$ cat src/rtl/axis_frame_arbiter.sv
// -----------------------------------------------------------------------------
// axis_frame_arbiter
//
// Merges two AXI-Stream stereo audio sources (L beat, then R beat with last)
// onto one master stream. Ownership changes only on frame boundaries, and
// every change of owner passes through one IDLE cycle.
//   mode = 0 : fixed select. Source `sel` is forwarded. The other source is
//              drained and its beats are discarded.
//   mode = 1 : round-robin. Sources alternate per frame. The ungranted source
//              is stalled.
// While a source owns the bus, its valid/last/ready pass straight through
// with no added latency. Mute is sampled once per frame, at grant time.
//
// Ports
//   axis_clk, reset            clock, synchronous active-high reset
//   mode, sel, mute            arbitration mode, fixed-mode source, mute
//   s0_axis_*, s1_axis_*       source streams (data/valid/last in, ready out)
//   m_axis_*                   merged stream (data/valid/last out, ready in)
//   grant                      one-hot owner (00 = none)
//   frame_count                frames completed on the master port (wraps)
// -----------------------------------------------------------------------------
module axis_frame_arbiter #(
  parameter int DATA_WIDTH = 24,
  parameter int FCNT_WIDTH = 16
) (
  input  logic                  axis_clk,
  input  logic                  reset,
  input  logic                  mode,
  input  logic                  sel,
  input  logic                  mute,
  input  logic [DATA_WIDTH-1:0] s0_axis_data,
  input  logic                  s0_axis_valid,
  input  logic                  s0_axis_last,
  output logic                  s0_axis_ready,
  input  logic [DATA_WIDTH-1:0] s1_axis_data,
  input  logic                  s1_axis_valid,
  input  logic                  s1_axis_last,
  output logic                  s1_axis_ready,
  output logic [DATA_WIDTH-1:0] m_axis_data,
  output logic                  m_axis_valid,
  output logic                  m_axis_last,
  input  logic                  m_axis_ready,
  output logic [1:0]            grant,
  output logic [FCNT_WIDTH-1:0] frame_count
);

  // The state encoding is also the one-hot grant value.
  typedef enum logic [1:0] {
    IDLE = 2'b00,
    OWN0 = 2'b01,
    OWN1 = 2'b10
  } state_t;

  state_t                state_reg, state_next;
  logic                  last_grant_reg, last_grant_next;  // 1 = source 1 was granted last
  logic                  mute_q_reg;
  logic [FCNT_WIDTH-1:0] frame_count_reg;
  logic [1:0]            in_frame_reg;

  logic [1:0]            src_valid, src_last, src_ready, eligible;
  logic [DATA_WIDTH-1:0] src_data [2];

  assign src_valid     = {s1_axis_valid, s0_axis_valid};
  assign src_last      = {s1_axis_last, s0_axis_last};
  assign src_data[0]   = s0_axis_data;
  assign src_data[1]   = s1_axis_data;
  assign s0_axis_ready = src_ready[0];
  assign s1_axis_ready = src_ready[1];

  // A source can start a frame only when it is presenting the first beat of
  // that frame.
  genvar gi;
  generate
    for (gi = 0; gi < 2; gi++) begin : g_elig
      assign eligible[gi] = src_valid[gi] & ~in_frame_reg[gi];
    end
  endgenerate

  assign grant       = state_reg;
  assign frame_count = frame_count_reg;

  always_comb begin
    state_next      = state_reg;
    last_grant_next = last_grant_reg;
    src_ready       = 2'b00;
    m_axis_valid    = 1'b0;
    m_axis_last     = 1'b0;
    m_axis_data     = '0;

    case (state_reg)
      IDLE: begin
        if (!mode) begin
          // The unselected source is drained. The selected source is held at a
          // frame start so its L beat waits for the grant. If the selected
          // source is stuck mid-frame (for example, after sel changed), its
          // remainder is drained so it can realign to a frame boundary instead
          // of deadlocking.
          src_ready[0] = sel ? 1'b1 : in_frame_reg[0];
          src_ready[1] = sel ? in_frame_reg[1] : 1'b1;
          if (eligible[sel]) begin
            state_next      = sel ? OWN1 : OWN0;
            last_grant_next = sel;
          end
        end else begin
          if (eligible[0] && (!eligible[1] || last_grant_reg)) begin
            state_next      = OWN0;
            last_grant_next = 1'b0;
          end else if (eligible[1]) begin
            state_next      = OWN1;
            last_grant_next = 1'b1;
          end
        end
      end

      OWN0: begin
        m_axis_valid = src_valid[0];
        m_axis_last  = src_last[0];
        m_axis_data  = mute_q_reg ? '0 : src_data[0];
        src_ready[0] = m_axis_ready;
        src_ready[1] = ~mode;
        if (src_valid[0] && m_axis_ready && src_last[0]) begin
          state_next = IDLE;
        end
      end

      OWN1: begin
        m_axis_valid = src_valid[1];
        m_axis_last  = src_last[1];
        m_axis_data  = mute_q_reg ? '0 : src_data[1];
        src_ready[1] = m_axis_ready;
        src_ready[0] = ~mode;
        if (src_valid[1] && m_axis_ready && src_last[1]) begin
          state_next = IDLE;
        end
      end

      default: state_next = IDLE;
    endcase

    // Force every output quiet while reset is held, whatever the stale state.
    if (reset) begin
      src_ready    = 2'b00;
      m_axis_valid = 1'b0;
      m_axis_last  = 1'b0;
      m_axis_data  = '0;
    end
  end

  always_ff @(posedge axis_clk) begin
    if (reset) begin
      state_reg       <= IDLE;
      last_grant_reg  <= 1'b1;
      mute_q_reg      <= 1'b0;
      frame_count_reg <= '0;
      in_frame_reg    <= 2'b00;
    end else begin
      state_reg      <= state_next;
      last_grant_reg <= last_grant_next;
      // Mute takes effect only at a frame boundary, never inside a frame.
      if (state_reg == IDLE && state_next != IDLE) begin
        mute_q_reg <= mute;
      end
      if (m_axis_valid && m_axis_ready && m_axis_last) begin
        frame_count_reg <= frame_count_reg + 1'b1;
      end
      // Frame tracking counts every accepted beat, including drained ones.
      for (int i = 0; i < 2; i++) begin
        if (src_valid[i] && src_ready[i]) begin
          in_frame_reg[i] <= ~src_last[i];
        end
      end
    end
  end

endmodule

$ cat config.mk
export PLATFORM = sky130hd
export DESIGN_NAME = axis_frame_arbiter
export DESIGN_NICKNAME = d
export VERILOG_FILES = /design/src/rtl/axis_frame_arbiter.sv
export SDC_FILE = /design/constraint.sdc
export NUM_CORES = 1
export LEC_CHECK = 0
export ABC_AREA = 1
export CAP_MARGIN = 20
export CORE_MARGIN = 5
export CORE_UTILIZATION = 54
export DETAILED_ROUTE_END_ITERATION = 16
export DONT_BUFFER_PORTS = 1
export PLACE_DENSITY = 0.78
export SETUP_SLACK_MARGIN = 0.1
export SYNTH_ARGS = -nofsm -noshare
export SYNTH_HDL_FRONTEND = slang
export SYNTH_SLANG_ARGS = --single-unit
$ cat constraint.sdc
create_clock -name axis_clk -period 2.4 [get_ports axis_clk]
set_clock_uncertainty 0.1 [all_clocks]
set_input_delay 0.72 -clock axis_clk [delete_from_list [all_inputs] [get_ports axis_clk]]
set_output_delay 0.72 -clock axis_clk [all_outputs]
set_load 0.01 [all_outputs]
# Word-level counts from Yosys, hierarchy flattened
# Cells that the tools add are included.
# word_totals
reg_bits	22
inputBits	58
# op_classes
add_sub_neg	1
magnitude_cmp	1
eq_ne	3
n_mux	27
n_bitwise	7
n_reduce_logical	16
# op_table
op	count
$mux W24	3
$pmux W24 S2	1
$mux W2	9
$add A16 B1 Y16 const B	1
$pmux W2 S3	2
$logic_and A1 B1 Y1	10
$mux W1	10
$not A1 Y1	5
$pmux W1 S2	2
$reduce_bool A2 Y1	2
$ne A3 B1 Y1 const B	1
$reduce_and A3 Y1	1
$and A1 B1 Y1	2
$eq A2 B1 Y1 const B	1
$eq A2 B2 Y1 const B	1
$logic_not A2 Y1	1
$lt A1 B2 Y1 const B	1
$logic_not A1 Y1	1
$logic_or A1 B1 Y1	1

# Depth between registers and ports, before layout
# Gate-level depths: netlist (run 1).
# depth
word_depth	10
depth_mapped	13
mapped_depth_nobuf	12

# Least setup slack after synthesis (run 1)
# No wires, ideal clock.
# synth_timing
path_type	register to output
startpoint	reg state_reg[0] (netlist: grant[0])
endpoint	out m_axis_data[10]
t_arrival_ps	1660
slack_ps	-80
stages_incl_launch_ff	8
cell_sequence	dfxtp_1 inv_1 ha_1 nand2_1 or2_2 clkbuf_1 buf_2 a21oi_1
# synth_between
elab_chain_len	3
word_cells_on_any_way	4
# synth_lines
item	line_no	rtl
start, declared	54	state_t state_reg, state_next;
start signal, assigned	157	state_reg <= state_next;
$eq A2 B2 Y1 or $eq A2 B1 Y1 (tied branches)	90	case (state_reg)
$pmux W24 S2 *	90	
$mux W24 *	141	if (reset) begin
end, declared	39	output logic [DATA_WIDTH-1:0] m_axis_data,
# Mark *: on every way between the ends. The rest lies on a longest branch, timed or not.

# Final worst setup path (run 1)
# layout_timing
startpoint	reg state_reg[0] (netlist: grant[0])
endpoint	out m_axis_data[14]
# Same word-level chain as after synthesis.

==> reports/metrics.yaml, run 1 <==
status: "finished with violations"
failed_checks: "setup timing"
worstHoldPathCells: 1
antenna_found_initial: 0
drt-total-wl_microns: 5684
preCtsSetupSlack_ps: 72.09
vdd_drop_max_uv: 350.3
dieArea_sq_um: 4456
hold_violations: 0
final.setup.worst_slack_ps: -72.74
nets: 378
vias: 2010
cp.arrival_ps: 1650
ant_nets: 0
synth_edf_count: 0
cp.required_ps: 1580
grt_pass1_vias: 2022
largest_reg_flops: 16
power.leakage_nw: 0.8218
cts_buffers: 3
numPortBuffers: 0
setup_tns_ps: -1445
synth_top_area_share_pct: 25.32
path_delay_family: "flip-flops"
yosys.cell_count.top_type: "nand2_1"
synth.top_cells.by_area: "dfxtp_1 (25%), nand2_1 (22%), a21oi_1 (13%)"
final_util_pct: 77.76
synth_top_area_cell: "dfxtp_1"
syn_avg_cell_area_sq_um: 5.778
power_density_nw_per_um2: 443.9
viasPerCell: 5.615
ys_types: 27
dp_hpwl_microns: 4041
cts_tree: "done"
fp-row-count: 20
grt_max_degree: 26
ff_latch_area_sq_um: 442.9
drv_cap: 0
reg2reg_depth: 11
ctsLongestPathBuffers: 2
fp.dieW_microns: 66.75
synth_mux_area_share_pct: 0
syn_nets: 364
synth_xor_area_share_pct: 4.532
core_area_sq_um: 3078
critPathLaunchType: "flip-flop"
synth_top_family_by_area: "simple AND/OR/NAND/NOR gates"
htree_levels: 1
synthArstFlopShare_pct: 0
fill_cells: 247
drtIter0Drc: 93
synth_fa_ha_area_share_pct: 3.597
endpoint_kind: "output port"
fmax_mhz: 404.4
drive_above_1_share_pct: 23.89
post-route-period-util_pct: 103.0
hold_buffers: 0
syn_inst: 301
path_cells: "inv_4, ha_4, nand2_4, or2_4, buf_8, a21oi_4"
ys_seq_elements: 22
slew-limit-headroom_pct: 70.44
synth_compound_area_share_pct: 17.91
setup.worst_path.class: "reg -> out"
grtUsageTotal_pct: 26.30
die_y_microns: 66.75
dr.pass1.iters: 4
clk_pin_slew_ps: 130
min_period_ps: 2473
drv_slew: 0
clk_latency_ps: 310
slowest_stage: "dfxtp_2"
grt_setup_unrepaired: "true"
synth-simple-area-share_pct: 37.77
area_growth_syn_to_layout_pct: 37.63
hp-class: "in -> reg"
worstMarginPinSlew_ps: 440.1
yosysWarnings: 0
yosysSeqAreaShare_pct: 25.32
drcViolationCount: 0
setup_viol: 24
crit_buf_inv: 2
timing.hold.ws_ps: 350.6
start_util_pct: 56.50
placedInstanceArea_sq_um: 2042
clock-sinks: 22
path_max_fanout: 7
cp.depth: 6
syn_area_sq_um: 1739
io_pins: 104
crit_path_max_incr_delay_ps: 380
cts_root_buf: "clkbuf_4"
synth_top_cells_by_count: "nand2_1 (103), a21oi_1 (46), inv_1 (28), nor2_1 (25), nand3_1 (24)"
ys.flop_type: "dfxtp_1"
antenna_cells: 0
grt_pass1_wl_microns: 9156
gp_congestion: 0.9404
finalInstanceArea_sq_um: 2394
grt-ovfl-total: 0
multi_input_area_sq_um: 1488
wl_per_cell_microns: 15.88
-- placed cells by master (no fill, tap or decap), types with 6 or more instances in the layout --
cell     count
nand2_1    102
o21ai_0      6
buf_4       15
dfxtp_1     20
a21oi_4     24
a21oi_1     22
nor2_1      21
inv_1       24
xnor2_1      6
nand3_1     24
-- per-layer routing --
| metal | wire [microns] | part of all wire [%] | up-vias | GRT usage [%] |
|---|---|---|---|---|
| met5 | 0 | 0 | - | 0 |
| met1 | 2112 | 37 | 901 | 29.27 |
| met2 | 2755 | 48 | 100 | 48.02 |
| met3 | 734 | 13 | 9 | 7.083 |
| met4 | 81 | 1.4 | 0 | 8.122 |
| li1 | - | - | 1000 | - |
-- final timing paths --
path / startpoint / end / slack [ps]
min: reset / frame_count[5]$_SDFFE_PP0P_ / 350
max: grant[0]$_SDFF_PP0_ / m_axis_data[14] / -70
max reg2reg: grant[0]$_SDFF_PP0_ / frame_count[4]$_SDFFE_PP0P_ / 390
min reg2reg: last_grant_reg$_SDFFE_PP1P_ / last_grant_reg$_SDFFE_PP1P_ / 400
-- repair_timing --
action                                  in CTS  in global routing
endpoints found under the setup margin      27                 28
pin swaps                                    5                  4
cloned                                       3                  0
setup buffers                                9                  1
resized for setup                           38                  2
-- metrics by stage --
step           power, mW  std cells
6_report           1.063        358
5_1_grt            1.123        358
3_3_place_gp      0.7035        341
4_1_cts            1.052        357
3_5_place_dp      0.7085        341
2_1_floorplan     0.6718        301
-- kinds of logic after synthesis --
logic type	after synthesis
adder cells (fa/ha/maj)	5
AO/OA/AOI/OAI	59
XOR/XNOR	9
buffers and inverters	45
flip-flops	22
AND/OR/NAND/NOR	161
-- report_power, final --
part           internal, mW  switching [mW]
logic                 0.198           0.267
clock network        0.0927           0.114
registers             0.379          0.0110
total                 0.670           0.393
-- layout make-up --
| type | count | share of cell area, % |
|---|---|---|
| Inverter | 32 | 5.384 |
| Multi-Input combinational cell | 235 | 62.15 |
| Clock buffer | 4 | 1.516 |
| Tap cell | 44 | 2.300 |
| Sequential cell | 22 | 18.50 |
| Timing Repair Buffer | 21 | 10.14 |
No activity file was read; power rests on OpenSTA's default activity.
==> run 2, diff against run 1 <==
- PLACE_DENSITY: 0.78 -> 0.69
==> reports/metrics.yaml, run 2 (synthesis gave the netlist of run 1 again) <==
status: "finished with violations"
failed_checks: "setup timing"
grt-ovfl-total: 0
area_growth_syn_to_layout_pct: 35.61
antenna_cells: 0
hp-class: "in -> reg"
vdd_drop_max_uv: 378.7
htree_levels: 1
drtIter0Drc: 90
min_period_ps: 2553
timing.hold.ws_ps: 359.8
largest_reg_flops: 16
dieArea_sq_um: 4456
grt_pass1_vias: 1884
cts_root_buf: "clkbuf_4"
die_y_microns: 66.75
endpoint_kind: "output port"
worstReg2RegStart: "grant[1]$_SDFF_PP0_"
cts_buffers: 3
layout_commonest_cell: "nand2_1"
io_pins: 104
placed_cells: 338
grt_pass1_wl_microns: 8452
drv_cap: 0
hold_buffers: 0
fmax_mhz: 391.7
path_max_fanout: 6
ant_nets: 0
slew-limit-headroom_pct: 71.85
wl_per_cell_microns: 15.55
drt-total-wl_microns: 5536
setup.worst_path.class: "reg -> out"
reg2reg_depth: 13
worstMarginPinSlew_ps: 419.1
r2r-end: "frame_count[10]$_SDFFE_PP0P_"
core_area_sq_um: 3078
vias: 1982
ctsLongestPathBuffers: 2
numPortBuffers: 0
drive_above_1_share_pct: 23.08
final_util_pct: 76.63
critPathLaunchType: "flip-flop"
nets: 376
clock-sinks: 22
slowest_stage: "dfxtp_4"
final.setup.worst_slack_ps: -153.1
clk_pin_slew_ps: 130
drcViolationCount: 0
grtUsageTotal_pct: 24.10
stdcell_count: 356
start_util_pct: 56.50
drv_slew: 0
dp_hpwl_microns: 4047
r2r_slack_ps: 360
power_density_nw_per_um2: 444.8
dr.pass1.iters: 4
crit_buf_inv: 2
final_cell_mix: "nand2_1 (102), inv_1 (24), nand3_1 (24)"
cp.depth: 6
crit_path_max_incr_delay_ps: 410
grt_max_degree: 26
cts_tree: "done"
hold_violations: 0
path_delay_family: "flip-flops"
grt_setup_unrepaired: "true"
post-route-period-util_pct: 106.4
gp_congestion: 0.8595
fp.dieW_microns: 66.75
antenna_found_initial: 0
crit_end: "m_axis_data[1]"
cp-startpoint: "grant[1]$_SDFF_PP0_"
power.total_mw: 1.049
viasPerCell: 5.567
fp-row-count: 20
cp.arrival_ps: 1730
power.leakage_nw: 0.8139
setup_viol: 24
cp.required_ps: 1580
clk_latency_ps: 310
path_cells: "inv_4, ha_4, nand2_4, or2_4, buf_4, a21oi_2"
[run 2: area by class of cell]
| class | count | area [sq um] |
|---|---|---|
| inverters | 32 | 131.4 |
| clock buffers | 4 | 36.28 |
| well taps | 44 | 55.05 |
| flip-flops and latches | 22 | 445.4 |
| repair buffers | 20 | 224.0 |
| multi-input cells | 234 | 1466 |
| fillers | 248 | 719.4 |
[run 2: worst min-delay path by stage]
stage / cells past startpoint / slack (ps) / start / to
CTS: 1 / 340 / reset / frame_count[13]$_SDFFE_PP0P_
finish: 1 / 360 / reset / frame_count[13]$_SDFFE_PP0P_
detailed placement: 2 / 370 / last_grant_reg$_SDFFE_PP1P_ / last_grant_reg$_SDFFE_PP1P_
floorplan: 2 / 340 / last_grant_reg$_SDFFE_PP1P_ / last_grant_reg$_SDFFE_PP1P_
global placement: 2 / 350 / last_grant_reg$_SDFFE_PP1P_ / last_grant_reg$_SDFFE_PP1P_
global route: 1 / 330 / reset / frame_count[7]$_SDFFE_PP0P_
[run 2: report_power, final]
part	switching [mW]	internal, mW
logic	0.262	0.188
clock network	0.117	0.0925
registers	0.00950	0.379
total	0.389	0.660
[run 2: what timing repair did]
action	in CTS	in global routing
hold endpoints to repair	0	0
resized for setup	27	7
setup endpoints to repair	28	28
gates cloned	1	1
pin swaps	7	8
buffers inserted	10	2
[run 2: metal layers]
| layer | vias to the layer above | global-route usage (%) | wire [microns] |
|---|---|---|---|
| li1 | 985 | - | - |
| met1 | 895 | 29.90 | 2218 |
| met2 | 98 | 41.34 | 2637 |
| met3 | 4 | 5.734 | 636 |
| met4 | 0 | 6.345 | 43 |
| met5 | - | 0 | 0 |
[run 2: stage by stage]
stage / TNS [ps] / worst slack (ps) / area [sq um]
CTS: -3044 / -140.0 / 2278
global route: -4230 / -217.2 / 2359
finish: -2734 / -153.1 / 2359
global placement: 0 / 118.8 / 2032
floorplan: 0 / 104.4 / 2014
detailed placement: 0 / 88.95 / 2032
